### src/rtl/sync_fifo_ctrl.sv
// rtl/sync_fifo_ctrl.sv - single-clock FIFO controller with level flags and sticky errors
// Define SYNC_FIFO_FWFT_EN for first-word-fall-through reads; default is a registered read.

module sync_fifo_ctrl #(
   parameter int DATA_WIDTH = 32,
   parameter int ADDR_SIZE  = 3,
   parameter int BUF_SIZE   = 8,
   parameter int AF_LEVEL   = 6,
   parameter int AE_LEVEL   = 2
) (
   input  logic                  clk,
   input  logic                  rst_n,
   input  logic                  clr,
   input  logic                  wen,
   input  logic [DATA_WIDTH-1:0] data_w,
   input  logic                  ren,
   output logic [DATA_WIDTH-1:0] data_r,
   output logic                  full,
   output logic                  empty,
   output logic                  almost_full,
   output logic                  almost_empty,
   output logic [ADDR_SIZE:0]    count,
   output logic                  overflow,
   output logic                  underflow
);
   localparam logic [ADDR_SIZE:0] AF_L = AF_LEVEL[ADDR_SIZE:0];
   localparam logic [ADDR_SIZE:0] AE_L = AE_LEVEL[ADDR_SIZE:0];

   logic [DATA_WIDTH-1:0] mem_q [BUF_SIZE];
   logic [ADDR_SIZE:0]    wptr_q, wptr_d, rptr_q, rptr_d, count_q, count_d;
   logic                  overflow_q, overflow_d, underflow_q, underflow_d;
   logic                  wr_acc, rd_acc;

   // Pointers carry one extra wrap bit so full and empty are distinguishable
   assign full  = (wptr_q[ADDR_SIZE] != rptr_q[ADDR_SIZE]) &&
                  (wptr_q[ADDR_SIZE-1:0] == rptr_q[ADDR_SIZE-1:0]);
   assign empty = (wptr_q == rptr_q);
   assign almost_full  = (count_q >= AF_L);
   assign almost_empty = (count_q <= AE_L);
   assign count     = count_q;
   assign overflow  = overflow_q;
   assign underflow = underflow_q;

   assign wr_acc = wen & ~full & ~clr;
   assign rd_acc = ren & ~empty & ~clr;

   always_comb begin
      wptr_d      = wptr_q;
      rptr_d      = rptr_q;
      count_d     = count_q;
      overflow_d  = overflow_q | (wen & full);
      underflow_d = underflow_q | (ren & empty);
      if (clr) begin
         wptr_d      = '0;
         rptr_d      = '0;
         count_d     = '0;
         overflow_d  = 1'b0;
         underflow_d = 1'b0;
      end else begin
         if (wr_acc) wptr_d = wptr_q + 1'b1;
         if (rd_acc) rptr_d = rptr_q + 1'b1;
         case ({wr_acc, rd_acc})
            2'b10:   count_d = count_q + 1'b1;
            2'b01:   count_d = count_q - 1'b1;
            default: count_d = count_q;
         endcase
      end
   end

   always_ff @(posedge clk or negedge rst_n) begin
      if (!rst_n) begin
         wptr_q      <= '0;
         rptr_q      <= '0;
         count_q     <= '0;
         overflow_q  <= 1'b0;
         underflow_q <= 1'b0;
      end else begin
         wptr_q      <= wptr_d;
         rptr_q      <= rptr_d;
         count_q     <= count_d;
         overflow_q  <= overflow_d;
         underflow_q <= underflow_d;
      end
   end

   always_ff @(posedge clk) begin
      if (wr_acc) mem_q[wptr_q[ADDR_SIZE-1:0]] <= data_w;
   end

`ifdef SYNC_FIFO_FWFT_EN
   // Head word is shown directly; forced to zero while empty so reset reads back 0
   assign data_r = empty ? '0 : mem_q[rptr_q[ADDR_SIZE-1:0]];
`else
   logic [DATA_WIDTH-1:0] data_r_q;

   always_ff @(posedge clk or negedge rst_n) begin
      if (!rst_n)      data_r_q <= '0;
      else if (rd_acc) data_r_q <= mem_q[rptr_q[ADDR_SIZE-1:0]];
   end

   assign data_r = data_r_q;
`endif

endmodule

### config.mk
export PLATFORM = sky130hd
export DESIGN_NAME = sync_fifo_ctrl
export DESIGN_NICKNAME = d
export VERILOG_FILES = /design/src/rtl/sync_fifo_ctrl.sv
export SDC_FILE = /design/constraint.sdc
export NUM_CORES = 1
export LEC_CHECK = 0
export CAP_MARGIN = 40
export CELL_PAD_IN_SITES_DETAIL_PLACEMENT = 1
export CELL_PAD_IN_SITES_GLOBAL_PLACEMENT = 2
export CORE_ASPECT_RATIO = 0.8
export CORE_UTILIZATION = 23
export DETAILED_ROUTE_END_ITERATION = 10
export GPL_TIMING_DRIVEN = 1
export PLACE_DENSITY = 0.54
export SLEW_MARGIN = 10
export SYNTH_ARGS = -nofsm -noshare
export SYNTH_HDL_FRONTEND = slang
export SYNTH_SLANG_ARGS = --single-unit
### constraint.sdc
create_clock -name clk -period 6.1 [get_ports clk]
set_input_delay 0.61 -clock clk [delete_from_list [all_inputs] [get_ports clk]]
set_output_delay 0.61 -clock clk [all_outputs]
set_load 0.03 [all_outputs]
==> summary.txt, run 1 <==
Worst setup path
  – Slowest CP cell: dfrtp_4
  – CP startpoint kind: flop
  – Worst-path maximum fanout: 29
  – Crit-path max cell delay: 0.81 ns
  – Crit path capture type: flop
  – Cells on worst reg2reg path: 5
  – Kind of critical path: flop to flop
  – WP data required: 6.24 ns
  – CP arrival: 3.79 ns
  – Cell Chain, Critical Path: xor2_1 > o41a_1 > nand2b_1 > nor4_2 > buf_4

Synthesis
  – Area contributors post-synth: edfxtp_1 (66%), mux4_2 (12%), dfrtp_1 (10%)
  – Yosys top cell by area: edfxtp_1
  – Ys async rst share: between 10% and 20%
  – Netlist Area Pre-Place: 11,600 µm²
  – Post-synthesis instance total: 567
  – Synthesized flop and latch total: 302
  – EDFF count, synth: 256
  – Top-area cell type share of the netlist area: roughly two thirds
  – Sequential area share after synthesis: between 70% and 80%
  – Syn Area/Cell: 20.4 µm²
  – Yosys warns: 0
  – Synthesized Nets: roughly 610
  – Top_reg_cell synth: edfxtp_1
  – Netlist cell types: 37

Clock tree
  – H-tree depth: 2
  – Clock transition at the registers of the reported paths: roughly 0.06 ns
  – # clock sinks: 302
  – Post-CTS Setup Inserts: 0
  – Max clock buf depth: 3
  – Clock Tree Root: clkbuf_16
  – Post-CTS Resized: 0
  – Total CTS buffers: 35
  – Hold Buf Count CTS: 0
  – CTS tree: built
  – Worst skew pair latency: roughly 0.5 ns

Floorplan
  – Die H: 203 µm
  – Num rows: 73
  – Top Ports: a little under 80
  – Die ar.: 51,200 µm²
  – Initial cell density of the core: 23.3%
  – Die span in x: 253 µm
  – Core Region: 49,700 µm²

Min path
  – Hold crit path type: input pin to async pin

Final layout
  – Commonest non-fill, non-tap cells in the layout: edfxtp_1 (256), clkdlybuf4s50_1 (77), mux4_2 (64)
  – Fill cells: a little over 5,000
  – P&R area growth vs syn: 24.0%
  – Final nets: 710
  – Layout cell share with drive strength beyond 1: around a fifth
  – Commonest non-fill, non-tap cell in the layout: edfxtp_1
  – Fin cells: 1,369
  – Layout Utilization: 28.9%
  – Post-Layout Inst Area: 14,300 µm²

Place
  – Dpl cells: between 1,000 and 1,500
  – Global placer's final weighted congestion: between 0.6 and 0.7
  – Placed cell area: 13,200 µm²
  – I/O Buffers: about 80
  – Post-DP HPWL: about 15,000 µm

Global routing
  – Overflow after GRT: 0
  – First-pass GRT wire length: 39,600 µm
  – Vias in the first global route: approximately 6,000
  – Initial antenna violation count: 2
  – Gr usage total: around a tenth
  – Largest net degree at the start of global routing: 65

STA
  – Final Max Tran Viols: 0
  – Tmin final: about 3.7 ns
  – Final worst-path cycle share: between 50% and 60%
  – Clk_skew: between 0.015 and 0.02 ns
  – Worst-margin pin slew: 0.754 ns
  – Slew HR: 49.7%
  – Final hold viol count: 0
  – Achievable Freq: 274 MHz
  – RSZ-0062 raised after global routing: no
  – Setup violations, final: 0
  – Setup TNS: 0 ns

Route
  – DRC viols: 0
  – Wire per inst: 18.9 µm
  – DRT Pass-1 Iters: 4
  – Total Wirelength: roughly 26,000 µm
  – Iteration-0 DRC Markers: 288
  – Antenna-violating nets left: 0
  – Via-to-Cell Ratio: 4.02
  – Total number of vias: 5,499

Pwr
  – Pwr dens: 382 nW/µm²
  – Final Power: between 5 and 6 mW
  – Peak supply drop: roughly 130 µV
  – LEAKAGE: 4.59 nW

Flow run
  – Max Cap Viol: 0

Run status
  – Status: completed
cell families after synthesis:
| group | Yosys count | synth area share, % |
|---|---|---|
| muxes | 100 | 15.6 |
| and+or+nand+nor | 72 | 2.75 |
| AOI/OAI and AO/OA | 45 | 2.31 |
| buffers and inverters | 32 | 1.37 |
| xor gates and xnor gates | 11 | 0.963 |
| adders and majority gates | 5 | 0.606 |
| DFF | 302 | 76.4 |
per-stage QoR:
stage	hold slack, ns	setup WS (ns)
2_1_floorplan	0.314	1.18
3_3_place_gp	0.464	2.45
4_1_cts	0.295	2.36
5_1_grt	0.334	2.17
6_report	0.265	2.45
3_5_place_dp	0.474	2.40
cell type report:
| class | count | area (µm²) | share of cell area [%] |
|---|---|---|---|
| clock buffers | 44 | 910 | 6.34 |
| diodes | 1 | 2.50 | 0.0174 |
| inverters | 2 | 7.51 | 0.0523 |
| well taps | 675 | 845 | 5.89 |
| repair buffers | 94 | 916 | 6.39 |
| multi-input cells | 233 | 2620 | 18.2 |
| flip-flops and latches | 302 | 8850 | 61.7 |
| clock inverters | 18 | 199 | 1.39 |
final timing paths:
kind                             from           end  slack, ns
max                         rptr_q[0]  mem_q[4][30]       2.45
min                             rst_n      overflow       0.27
max reg2reg                 rptr_q[0]  mem_q[4][30]       2.45
min reg2reg                data_r[14]    data_r[14]       0.48
max in group asynchronous       rst_n     rptr_q[0]       5.30
min in group clk           data_r[14]    data_r[14]       0.48
Yosys cell counts (2+ instances only):
master,number
edfxtp_1,256
mux4_2,64
dfrtp_1,46
mux2i_1,35
nand2_1,34
o21ai_0,31
nor2_1,16
clkbuf_1,14
buf_2,10
nor3_1,6
a21oi_1,5
buf_4,5
xor2_1,5
ha_1,4
nand2b_1,4
xnor2_1,4
nand3_1,3
a211oi_1,2
a21o_1,2
inv_1,2
nor4_1,2
o21ai_1,2
report_power, final:
part | switching (mW) | internal, mW
Clock | 0.811 | 1.23
Sequential | 0.105 | 2.37
Combinational | 0.522 | 0.434
flip-flops by register name (all words and copies together) (netlist names):
name and count:
mem_q 256, data_r 32, count 4, rptr_q 4, wptr_q 4, overflow 1
underflow 1
routing by layer:
layer	global-route usage, %	wire length (µm)	vias up	share of wire (%)
met3	2.87	1410	38	5.5
met5	0	9	-	0.035
met2	16.4	12100	83	47
met1	13.7	11900	2894	46
li1	-	-	2482	-
met4	2.97	515	2	2.0
critical path, delay by kind of cell (launching register included):
kind                      cells  cell delay (ns)
AOI/OAI and AO/OA             1             0.56
xor gates and xnor gates      1             0.43
buffers and inverters         1             0.56
DFF                           1             0.81
and+or+nand+nor               2             0.91
No activity file was read; power rests on OpenSTA's default activity.
==> inputs of run 2 (changes only) <==
PLACE_DENSITY = 0.55   (was 0.54)
clock period = 3.1 ns   (was 6.1 ns; I/O delays follow)
==> run 2 against run 1 <==
Net effect:
- via count rose by 1.1%
- maximum frequency rose by 27%
- core utilization rose by 0.29 points
- sequential power rose by 95%
- worst setup slack got worse by 2.2 ns
- design area rose by 1.0%
- largest power group unchanged
- critical path depth rose by 5
- clock power rose by 94%
- largest cell class unchanged
==> summary.txt, run 2 (synthesized netlist as in run 1, its figures left out) <==
Run status
  – Status: completed

Global routing
  – Vias in the first global route: 6,181
  – Largest net degree at the start of global routing: 68
  – Overflow after GRT: 0
  – Initial antenna violation count: 4
  – First-pass GRT wire length: a little over 40,000 µm
  – Gr usage total: 10.8%

Route
  – DRT Pass-1 Iters: 4
  – Total Wirelength: between 20,000 and 30,000 µm
  – Total number of vias: between 5,000 and 6,000
  – DRC viols: 0
  – Iteration-0 DRC Markers: approximately 290
  – Wire per inst: 19.4 µm
  – Via-to-Cell Ratio: 4.02
  – Antenna-violating nets left: 0

STA
  – RSZ-0062 raised after global routing: no
  – Setup violations, final: 0
  – Final worst-path cycle share: 92.8%
  – Clk_skew: 0.0121 ns
  – Worst-margin pin slew: 0.787 ns
  – Final hold viol count: 0
  – Achievable Freq: 348 MHz
  – Setup TNS: 0 ns
  – Final Max Tran Viols: 0
  – Min Hold Slack: 0.184 ns
  – Tmin final: 2.88 ns
  – Slew HR: 47.5%

Clock tree
  – Max clock buf depth: 3
  – Clock Tree Root: clkbuf_16
  – Clock transition at the registers of the reported paths: 0.06 ns
  – # clock sinks: about 300
  – H-tree depth: 2
  – Total CTS buffers: 35
  – Post-CTS Setup Inserts: 0
  – CTS tree: built
  – Worst skew pair latency: between 0.5 and 0.6 ns

Worst setup path
  – CP startpoint kind: flop
  – Cells on worst reg2reg path: 10
  – CP arrival: 3.28 ns
  – WP data required: 3.50 ns
  – R2r setup slk: 0.22 ns
  – Worst-path maximum fanout: 4
  – Kind of critical path: flop to flop
  – Worst r2r dst: count[3]
  – Crit path capture type: flop
  – R2R Path Start: rptr_q[1]

Floorplan
  – Die H: 203 µm
  – Die span in x: 253 µm
  – Die ar.: 51,200 µm²
  – Top Ports: 79
  – Core Region: 49,700 µm²
  – Num rows: 73
  – Initial cell density of the core: 23.3%

Final layout
  – Fin cells: 1,384
  – Commonest non-fill, non-tap cells in the layout: edfxtp_1 (256), clkdlybuf4s50_1 (75), mux4_2 (64)
  – Commonest non-fill, non-tap cell in the layout: edfxtp_1
  – P&R area growth vs syn: 25.3%
  – Largest register FFs: 256
  – Layout Utilization: 29.2%
  – Layout cell share with drive strength beyond 1: 22.9%
  – Final nets: 724

Place
  – Dpl cells: ~1,300
  – I/O Buffers: 78
  – Global placer's final weighted congestion: between 0.6 and 0.7
  – Post-DP HPWL: about 16,000 µm

Flow run
  – Max Cap Viol: 0

Pwr
  – Peak supply drop: 287 µV
  – Pwr dens: 741 nW/µm²
  – LEAKAGE: 4.68 nW

Min path
  – Hold crit path type: input pin to async pin
[run 2: per-layer routing]
layer / track usage [%] / up-vias / share of wire [%]
met5: 0 / - / 0.089
met4: 2.73 / 4 / 1.4
met3: 3.12 / 39 / 5.3
met2: 16.2 / 100 / 45
met1: 15.2 / 2903 / 48
li1: - / 2511 / -
[run 2: where the power goes]
part           internal, mW  switching, mW  total, mW
clock network          2.33           1.62       3.95
registers              4.67          0.170       4.84
logic                 0.859           1.09       1.95
[run 2: worst max path at each step]
stage                          from  slack (ns)           to
after global placement          ren        0.28     count[3]
after detailed placement        ren        0.25     count[3]
after CTS                 rptr_q[1]        0.24     count[3]
final                     rptr_q[1]        0.22     count[3]
after global routing      rptr_q[1]        0.09     count[3]
after floorplan           wptr_q[1]       -0.91  mem_q[5][0]
[run 2: critical path, stage by stage (launching register included)]
cell	delay (ns)
dfrtp_4	0.47
xor2_1	0.43
o41ai_4	0.11
or2_2	0.29
nor2_1	0.23
ha_1	0.28
a21o_1	0.15
a21oi_1	0.22
nand2b_1	0.08
o22a_1	0.18
mux2_1	0.30
[run 2: final cells by class]
class	instances	area (µm²)
Fill cell	5124	35200
Sequential cell	302	8850
Multi-Input combinational cell	233	2650
Timing Repair Buffer	108	1040
Clock buffer	45	945
Tap cell	675	845
Clock inverter	18	151
Inverter	2	7.51
Antenna cell	1	2.50
[run 2: per-stage QoR]
| step | setup slack, ns | power [mW] | cell area, µm² |
|---|---|---|---|
| 2_1_floorplan | -0.906 | 6.07 | 11600 |
| 3_3_place_gp | 0.275 | 6.90 | 13300 |
| 3_5_place_dp | 0.246 | 6.93 | 13400 |
| 4_1_cts | 0.245 | 11.0 | 14500 |
| 5_1_grt | 0.0853 | 11.2 | 14500 |
| 6_report | 0.224 | 10.7 | 14500 |
[run 2: timing repair]
action	4_1_cts	5_1_grt
hold buffers	1	0
gates resized for setup	0	0
hold endpoints to repair	22	0
setup endpoints to repair	0	0
==> inputs of run 3 (changes only) <==
CORE_UTILIZATION = 41   (was 23)
PLACE_DENSITY = 0.83   (was 0.55)
==> run 3 against run 2 <==
Net effect:
- clock skew about the same
- register-to-register slack better by 0.08 ns
- non-clock buffer count down 7
- design area down 3.8%
- first-iteration DRC count up 39%
- sequential cell count unchanged
- critical path type unchanged
- highest routed layer is now met4
==> summary.txt, run 3 (synthesized netlist as in run 1, its figures left out) <==
Pwr
  – Peak supply drop: 558 µV
  – Sw frac: 26.5%
  – Sequential share of power: between 40% and 50%
  – Clock share of power: ~33%
  – Combinational Power Share: a little under a fifth
  – P_int: 7.46 mW
  – LEAKAGE: 4.58 nW
  – Psw: approximately 2.7 mW
  – Pwr dens: about 730 nW/µm²

Clock tree
  – CTS tree: built
  – Clock Tree Root: clkbuf_16
  – # clock sinks: between 300 and 400
  – Clock transition at the registers of the reported paths: 0.06 ns
  – Post-CTS Setup Inserts: 0
  – H-tree depth: 1
  – Total CTS buffers: 29
  – Max clock buf depth: 3
  – Worst skew pair latency: 0.55 ns

Global routing
  – Grt peak-use layer: met2
  – First-pass GRT wire length: between 30,000 and 40,000 µm
  – Vias in the first global route: 6,330
  – Largest net degree at the start of global routing: 65
  – Gr usage total: roughly 18%
  – Initial antenna violation count: 1
  – M2 GR Usage: 30.8%
  – Routing usage on met3: 2.86%
  – Met1 GRT Util: ~24%
  – Overflow after GRT: 0

Flow run
  – Max Cap Viol: 0

Run status
  – Status: completed

STA
  – Worst-margin pin slew: 0.780 ns
  – RSZ-0062 raised after global routing: no
  – Tmin final: 2.79 ns
  – Final setup margin: 0.308 ns
  – Achievable Freq: 358 MHz
  – Final Max Tran Viols: 0
  – Clk_skew: roughly 0.012 ns
  – Setup violations, final: 0
  – Final hold viol count: 0
  – Final worst-path cycle share: 90.1%
  – Setup TNS: 0 ns
  – Slew HR: 48.0%

Place
  – I/O Buffers: 78
  – Post-Place Setup Slack: 0.284 ns
  – Global placer's final weighted congestion: 0.708
  – Post-DP HPWL: roughly 14,000 µm
  – Placed cell area: 13,000 µm²
  – Dpl cells: 1,001

Floorplan
  – Core Region: 27,500 µm²
  – Num rows: 54
  – Die H: 152 µm
  – Die span in x: 190 µm
  – Initial cell density of the core: 42.1%
  – Top Ports: 79
  – Die ar.: 28,900 µm²

Worst setup path
  – Crit path capture type: flop
  – WP data required: 3.52 ns
  – Crit path buf inv count: 0
  – Cell Chain, Critical Path: xor2_2 > o41ai_4 > or2_2 > nor2_1 > ha_1 > a21o_1 > a21oi_1 > nand2b_1 > o22a_1 > mux2_1
  – CP startpoint kind: flop
  – Kind of critical path: flop to flop
  – Crit-path max cell delay: 0.56 ns
  – Top delay family on crit path: compound AO/OA/AOI/OAI gates
  – Worst-path maximum fanout: 6
  – CP arrival: between 3 and 4 ns
  – Slowest CP cell: dfrtp_1

Route
  – Total Wirelength: 25,300 µm
  – Via-to-Cell Ratio: 5.38
  – DRC viols: 0
  – DRT Pass-1 Iters: 4
  – Total number of vias: 5,672
  – Iteration-0 DRC Markers: a little under 400
  – Antenna-violating nets left: 0
  – Wire per inst: about 24 µm

Final layout
  – Antenna Cells: 0
  – P&R area growth vs syn: 20.5%
  – Final nets: 711
  – Layout cell share with drive strength beyond 1: 20.8%
  – Post-Layout Inst Area: 13,900 µm²
  – Fin cells: roughly 1,100
  – Commonest non-fill, non-tap cells in the layout: edfxtp_1 (256), clkdlybuf4s50_1 (75), mux4_2 (64)
  – Commonest non-fill, non-tap cell in the layout: edfxtp_1
  – Largest register FFs: between 200 and 300

Min path
  – Hold crit path type: input pin to async pin
[run 3: changes by cell type in the layout (fill, tap and decap cells not counted), moves of 4 or more]
cell and change:
buf_12 +6, clkbuf_1 +5, clkinv_1 -6, buf_4 -15
clkbuf_8 +4, clkbuf_16 -7
[run 3: metal layers]
layer | vias to the layer above | routed length [µm] | share of wire (%)
met3 | 30 | 894 | 3.5
li1 | 2472 | - | -
met5 | - | 0 | 0
met4 | 0 | 363 | 1.4
met2 | 117 | 12900 | 51
met1 | 3053 | 11100 | 44
[run 3: layout make-up]
cell class / instances / area [µm²]
fill: 2470 / 13600
sequential: 302 / 8840
clock inverter: 6 / 58.8
clock buffer: 47 / 843
timing repair buffer: 101 / 1080
multi-input combinational: 233 / 2650
tap: 364 / 455
inverter: 2 / 7.51
[run 3: power groups by stage]
stage          clock [mW]  sequential (mW)  combinational [mW]
2_1_floorplan           0             5.29               0.780
3_3_place_gp            0             4.92                1.89
3_5_place_dp            0             4.93                1.95
4_1_cts              3.45             4.85                1.97
5_1_grt              3.58             4.88                2.07
6_report             3.37             4.85                1.93
[run 3: per-stage QoR]
step                hold WS [ns]  util [%]  power (mW)
global route               0.200      50.7        10.5
detailed placement         0.217      47.3        6.88
global placement           0.463      47.2        6.80
finish                     0.180      50.7        10.1
CTS                        0.174      50.7        10.3
floorplan                 0.0144         -        6.07
[run 3: worst register-to-register path: cells and delay by family, from the launching register on]
| kind | cells | cell delay (ns) |
|---|---|---|
| AOI/OAI and AO/OA | 4 | 0.63 |
| and+or+nand+nor | 3 | 0.60 |
| DFF | 1 | 0.56 |
| xor gates and xnor gates | 1 | 0.28 |
| adders and majority gates | 1 | 0.29 |
| muxes | 1 | 0.31 |
[run 3: path summary, 6_finish.rpt]
kind	from	slack [ns]	to	depth (start not counted)
worst min register to register	data_r[28]	0.48	data_r[28]	2
worst max-delay path	wptr_q[2]	0.31	count[3]	10
min in group clk	wen	0.46	overflow	3
worst max register to register	wptr_q[2]	0.31	count[3]	10
worst min-delay path	rst_n	0.18	data_r[4]	2
max in group asynchronous	rst_n	2.10	rptr_q[0]	4
[run 3: repair_timing]
item,4_1_cts,5_1_grt
endpoints found under the setup margin,0,2
hold buffers,1,0
resized for setup,0,2
endpoints found under the hold margin,30,0
